`src/rtl/gen_ctrl_pkg.sv`:
```
// rtl/gen_ctrl_pkg.sv - shared state encoding and phase constants for the 8f enable sequencer
package gen_ctrl_pkg;

  typedef enum logic [1:0] {
    IDLE  = 2'b00,
    ARM   = 2'b01,
    RUN   = 2'b10,
    DRAIN = 2'b11
  } estado_t;

  // Last phase of an f period; en_f fires here and DRAIN exits after it
  localparam logic [2:0] FASE_ULT     = 3'd7;
  // Low phase bits that mark an en_2f cycle
  localparam logic [1:0] FASE_2F_MASK = 2'b11;
  // Width of the ARM settle counter (DELAY_CYCLES up to 15)
  localparam int         SETTLE_W     = 4;

endpackage

```
`src/rtl/sincronizador_2ff.sv`:
```
// rtl/sincronizador_2ff.sv - two-flop single-bit synchroniser into clk_8f
module sincronizador_2ff (
  input  logic clk_8f,
  input  logic reset,
  input  logic d,
  output logic q
);

  logic meta;

  // Two back-to-back flops; both clear to 0 so no spurious request follows reset
  always_ff @(posedge clk_8f or negedge reset) begin
    if (!reset) begin
      meta <= 1'b0;
      q    <= 1'b0;
    end else begin
      meta <= d;
      q    <= meta;
    end
  end

endmodule

```
`src/rtl/controlador_generador.sv`:
```
// rtl/controlador_generador.sv - 4f/2f/f enable sequencer with settle, lock and drain (CTRL_GEN_SYNC_EN adds input synchronisers)
module controlador_generador
  import gen_ctrl_pkg::*;
#(
  parameter int DELAY_CYCLES = 4
) (
  input  logic       clk_8f,
  input  logic       reset,
  input  logic       start,
  input  logic       stop,
  output logic       en_4f,
  output logic       en_2f,
  output logic       en_f,
  output logic [2:0] fase,
  output logic       lock,
  output logic [1:0] estado
);

  localparam logic [SETTLE_W-1:0] SETTLE_INI = SETTLE_W'(DELAY_CYCLES - 1);

  logic                start_s;
  logic                stop_s;
  estado_t             state, state_n;
  logic [2:0]          cnt, cnt_n;
  logic [SETTLE_W-1:0] settle, settle_n;
  logic                activo_n;
  logic                en_4f_n, en_2f_n, en_f_n;

`ifdef CTRL_GEN_SYNC_EN
  sincronizador_2ff u_sync_start (
    .clk_8f (clk_8f),
    .reset  (reset),
    .d      (start),
    .q      (start_s)
  );

  sincronizador_2ff u_sync_stop (
    .clk_8f (clk_8f),
    .reset  (reset),
    .d      (stop),
    .q      (stop_s)
  );
`else
  assign start_s = start;
  assign stop_s  = stop;
`endif

  // Next state, phase and settle count; a stop in RUN only ends at the f boundary
  always_comb begin
    state_n  = state;
    cnt_n    = cnt;
    settle_n = settle;
    unique case (state)
      IDLE: begin
        cnt_n = 3'd0;
        if (start_s) begin
          state_n  = ARM;
          settle_n = SETTLE_INI;
        end
      end
      ARM: begin
        cnt_n = 3'd0;
        if (stop_s) begin
          state_n = IDLE;
        end else if (settle == '0) begin
          state_n = RUN;
        end else begin
          settle_n = settle - 1'b1;
        end
      end
      RUN: begin
        cnt_n = cnt + 3'd1;
        if (stop_s) begin
          if (cnt == FASE_ULT) begin
            state_n = IDLE;
            cnt_n   = 3'd0;
          end else begin
            state_n = DRAIN;
          end
        end
      end
      DRAIN: begin
        cnt_n = cnt + 3'd1;
        if (cnt == FASE_ULT) begin
          state_n = IDLE;
          cnt_n   = 3'd0;
        end
      end
      default: begin
        state_n = IDLE;
        cnt_n   = 3'd0;
      end
    endcase
  end

  // Strobes decoded from the upcoming phase so the registered outputs line up with fase
  always_comb begin
    activo_n = (state_n == RUN) || (state_n == DRAIN);
    en_4f_n  = activo_n && cnt_n[0];
    en_2f_n  = activo_n && (cnt_n[1:0] == FASE_2F_MASK);
    en_f_n   = activo_n && (cnt_n == FASE_ULT);
  end

  // State, phase, settle and output registers; reset drops every strobe at once
  always_ff @(posedge clk_8f or negedge reset) begin
    if (!reset) begin
      state  <= IDLE;
      cnt    <= 3'd0;
      settle <= '0;
      en_4f  <= 1'b0;
      en_2f  <= 1'b0;
      en_f   <= 1'b0;
      lock   <= 1'b0;
    end else begin
      state  <= state_n;
      cnt    <= cnt_n;
      settle <= settle_n;
      en_4f  <= en_4f_n;
      en_2f  <= en_2f_n;
      en_f   <= en_f_n;
      lock   <= activo_n;
    end
  end

  assign fase   = cnt;
  assign estado = state;

endmodule
```
`config.mk`:
```
export PLATFORM = sky130hd
export DESIGN_NAME = controlador_generador
export DESIGN_NICKNAME = d
export VERILOG_FILES = /design/src/rtl/gen_ctrl_pkg.sv /design/src/rtl/sincronizador_2ff.sv /design/src/rtl/controlador_generador.sv
export SDC_FILE = /design/constraint.sdc
export NUM_CORES = 1
export LEC_CHECK = 0
export CAP_MARGIN = 20
export CORE_AREA = 10 10 47 49
export CTS_CLUSTER_DIAMETER = 150
export DETAILED_ROUTE_END_ITERATION = 12
export DIE_AREA = 0 0 57 59
export PLACE_DENSITY = 0.7
export SKIP_LAST_GASP = 1
export SYNTH_ARGS = -nofsm -noshare
export SYNTH_HDL_FRONTEND = slang
export SYNTH_SLANG_ARGS = --single-unit
```
`constraint.sdc`:
```
create_clock -name clk_8f -period 4.35 [get_ports clk_8f]
set_input_delay 0.6525 -clock clk_8f [delete_from_list [all_inputs] [get_ports clk_8f]]
set_output_delay 0.6525 -clock clk_8f [all_outputs]
set_load 0.1 [all_outputs]
```
Word-level counts from Yosys, hierarchy flattened. Index checks and enable logic that the tools add are counted.

Reduce and logical (&&, ||, !) cells: 9. Multiplexer cells: 14. Equality and inequality tests: 11. Add/subtract/negate cells: 2.

Operator list (number): 2-to-1 mux 2 bit (6); 2-to-1 mux 4 bit (3); equality test 2 bit (second input constant) (5); one-hot mux 3 bit (3 select lines) (1); one-hot mux 2 bit (4 select lines) (1); one-hot mux 4 bit (2 select lines) (1); equality test 3 bit (second input constant) (2); 2-to-1 mux 3 bit (2); inequality test 2 bit (second input constant) (3); zero test 4 bit (1); AND reduction 4 bit (1); subtractor 4 x 1 -> 4 bit (second input constant) (1); adder 3 x 1 -> 3 bit (second input constant) (1); logical AND 1 bit (3); equality test 2 x 1 -> 1 bit (second input constant) (1); zero test 2 bit (1); nonzero test 2 bit (1); OR reduction 2 bit (1); logical OR 1 bit (1).

Bits in registers: 13. Logic and storage cells: 43.

Depth between registers and ports, before layout.
Depth after elaboration: 7. Depth in mapped cells: 6. Depth with buffers taken out: 6.

Least setup slack after synthesis. Ideal clock, no wire load.

Path kind: reg-to-output. Start point: reg, netlist name lock. End point: out estado[1]. Buffers on the path: 1. Slack: 2.362 ns. Arrival: 1.336 ns. Stages on the path, launching flop included: 2. Data required time: 3.697 ns. Cell sequence: dfrtp_1 buf_4.

RTL lines: end, declared (RTL line controlador_generador.sv:16) `output logic [1:0] estado`.

Worst setup path after layout.
Start point: reg lock. End point: out lock.

RTL lines: start, declared (RTL line controlador_generador.sv:15) `output logic lock,`; start signal, assigned (RTL line controlador_generador.sv:121) `lock <= activo_n;`.

No word-level cell between the ends.

==> results.txt <==
- Stages on the worst setup path: 1
- Detailed placement ended at an HPWL of 927 µm.
- Synthesis handed over a netlist of 54 instances.
- Number of distinct library cells after synthesis: 21
* Run status: completed
- Across every metal layer, demand over resource in global routing totals 7.58%.
- Critical Path Source Type: flip-flop
- The tree is rooted in a sky130_fd_sc_hd__clkbuf_4.
- Final routed DRC violation total: 0
- Area after DPL: 706 µm²
- The first routing iteration left 10 violations.
- Final hold vios: 0
* Vert. Die Dim: 59 µm
* DR pass1 iterations: 4
- Period minus WS final: 2.67 ns
- Post-DRT Antenna Nets: 0
* Crit-path max FO: 12
- In this run, CTS created clock tree buffers numbering 3.
- Measured in cells, the most critical reg-to-reg path has a length of 6.
- In this run the worst hold path is classified as reg2reg.
- Using the TritonRoute via totals, the vias-per-cell ratio works out to 5.20.
* Fraction of layout instances using a drive strength above 1: 11.8%
- The total overflow left after global routing is 0.
- The first global-routing pass estimated 1.99 mm of wire.
- Number of antenna repair diodes: 0
- Vias in the first global route: 449
- Cell types occupying the most area after synthesis: sky130_fd_sc_hd__dfrtp_1, sky130_fd_sc_hd__ha_1, sky130_fd_sc_hd__nor2_1
* Instance count along the most critical hold path: 1
- Most common cell in the synthesized netlist: sky130_fd_sc_hd__dfrtp_1
- CTS built an H-tree with a depth of 1.
- Width of the die: 57 µm
- Post-synth EDFFs: 0
* Max Root-Sink Buffers: 2
- Initial Util: 41.2%
- Path type of the worst setup path: reg2out
- In this run the mean area of a mapped cell was 10.7 µm².
* Total of max-cap violations: 0
- RSZ-0062 raised after global routing: false
- Buffers inserted to repair hold after CTS numbered 0.
- Fraction of the cycle the final worst path needs: 61.4%
- The worst setup path is captured at an output port.
- Library cell contributing the largest single delay on the critical path: sky130_fd_sc_hd__clkdlybuf4s50_1
- The synthesized netlist devotes 0% of its cell area to XOR and XNOR gates.
- At the pin with the least slew margin, the transition time is 0.980 ns.
- The synthesized netlist devotes 8.66% of its cell area to adder and majority cells.
* Number of core rows: 14
- Setup violations remaining at the end of the flow were counted as 0.
- Summing over every cut layer, the via total after detailed routing is 437.
- Cell family contributing the most delay on the critical path: buffers and inverters
* Total of buffers placed on input and output ports: 12
- Post-synthesis mux area share: 0%
* Layout Cells excl Fill: 84
- Postcts setup bufs: 0
* Non-Filler Cell Area, Final: 742 µm²
* Number of buffers and inverters on the critical path: 1
- Across the routed clock network, the largest skew measured is 0.00359 ns.
* Simple-Gate Fraction of Synth Area: 17.3%
- Max-slew violation count: 0
* Top cell type by total area after synthesis: sky130_fd_sc_hd__dfrtp_1
- Worst EP arrival: 2.02 ns
* Final WL: 1.17 mm
* Share of the synthesized area in compound gates (AO/OA/AOI/OAI): 17.3%
- Most used DFF post-synth: sky130_fd_sc_hd__dfrtp_1
* Synthesis-to-finish area growth: 28.4%
- Traced cell by cell, the critical path runs through clkdlybuf4s50_1.
* Clock Pin Slew Worst Setup and Hold Paths: 0.08 ns
* Largest net degree at the start of global routing: 13
- Number of clock sinks: 12
- 13 I/O pins were placed.
- In the final timing run, aggregate negative setup slack is 0 ns.
* Synth async-reset ratio: 100%
* Number of register bits inferred by synthesis: 12
- Largest family of logic cells by synthesized area: compound AO/OA/AOI/OAI gates
- STA puts the critical path data required time at 3.70 ns.
* Clock insertion delay at the later pin of the skew report: 0.27 ns
- TritonCTS built the clock tree.
* Die outline area: 3360 µm²
* Share of the synthesized area in the top cell type: 51.9%
- Nets@finish: 77
* Biggest cell delay along the critical path: 1.20 ns
- Number of nets in the synthesized netlist: 62
- Number of instances in the placed design: 80
- Yosys Warn Count: 0
* Final weighted congestion in routability-driven placement: 0.693
- After detailed routing, the average wire length per cell comes to 13.9 µm.
- Antenna violations before repair: 0
- Max Freq: 375 MHz
* Worst rel slew slack: 34.5%
- Summing every instance area after synthesis gives 578 µm².
- The total area inside the core boundary comes to 1400 µm².
* Number of gates resized after cts: 0
- After synthesis, the most frequently instantiated cells are sky130_fd_sc_hd__dfrtp_1, sky130_fd_sc_hd__nor2_1, sky130_fd_sc_hd__ha_1, sky130_fd_sc_hd__inv_1.
- Of the synthesized area, sequential elements account for 51.9%.
[cell families after synthesis]
group	Yosys count
AND/OR/NAND/NOR	18
flip-flops	12
AO/OA/AOI/OAI	14
adder cells (fa/ha/maj)	4
buffers and inverters	6
[worst paths after layout]
check	from	to	slack, ns
min in group asynchronous	reset	lock	0.73
min reg2reg	settle[0]	settle[0]	0.50
max in group asynchronous	reset	en_f	3.27
max reg2reg	settle[0]	settle[3]	2.69
max	lock	lock	1.68
min	settle[0]	settle[0]	0.50
[per-layer routing]
layer	share of wire [%]	routed length, µm	global-route usage, %
met3	6.3	73	3.22
met2	50	580	12.2
met5	0	0	0
met1	43	498	7.89
met4	1.2	14	5.03
[registers in the layout (all words and copies together) (netlist names)]
signal and cells:
en_2f 1, en_4f 1, en_f 1, estado 1
settle 4, fase 3, lock 1
[layout by cell type (no fill, tap or decap)]
master,instances
sky130_fd_sc_hd__nor2_1,8
sky130_fd_sc_hd__a211o_2,1
sky130_fd_sc_hd__nand2b_1,1
sky130_fd_sc_hd__nand2b_4,1
sky130_fd_sc_hd__nor3_1,2
sky130_fd_sc_hd__a211oi_2,1
sky130_fd_sc_hd__a22oi_1,1
sky130_fd_sc_hd__o211ai_1,1
sky130_fd_sc_hd__a211oi_1,1
sky130_fd_sc_hd__clkbuf_8,1
sky130_fd_sc_hd__dfrtp_1,12
sky130_fd_sc_hd__a31o_1,2
sky130_fd_sc_hd__nand2_1,3
sky130_fd_sc_hd__a21oi_1,3
sky130_fd_sc_hd__inv_1,4
sky130_fd_sc_hd__o21ai_0,3
sky130_fd_sc_hd__clkbuf_4,3
sky130_fd_sc_hd__o31ai_1,1
sky130_fd_sc_hd__nor4bb_2,1
sky130_fd_sc_hd__and2_1,2
sky130_fd_sc_hd__clkdlybuf4s50_1,12
sky130_fd_sc_hd__ha_1,4
[cell type report]
class / count / area [µm²]
clock buffer: 4 / 36.3
fill: 130 / 659
inverter: 4 / 15.0
multi-input combinational: 36 / 250
sequential: 12 / 300
tap: 16 / 20.0
timing repair buffer: 12 / 120
[metrics by stage]
stage / utilization, % / hold WS (ns) / setup WS, ns
after floorplan: - / 0.357 / 2.36
after global placement: 50.4 / 0.485 / 2.00
after detailed placement: 50.4 / 0.487 / 1.99
after CTS: 52.9 / 0.503 / 1.68
after global routing: 52.9 / 0.525 / 1.61
final: 52.9 / 0.504 / 1.68
Power is not shown: default switching activity piles up to over one toggle a cycle in this logic, so the estimate is an artifact.
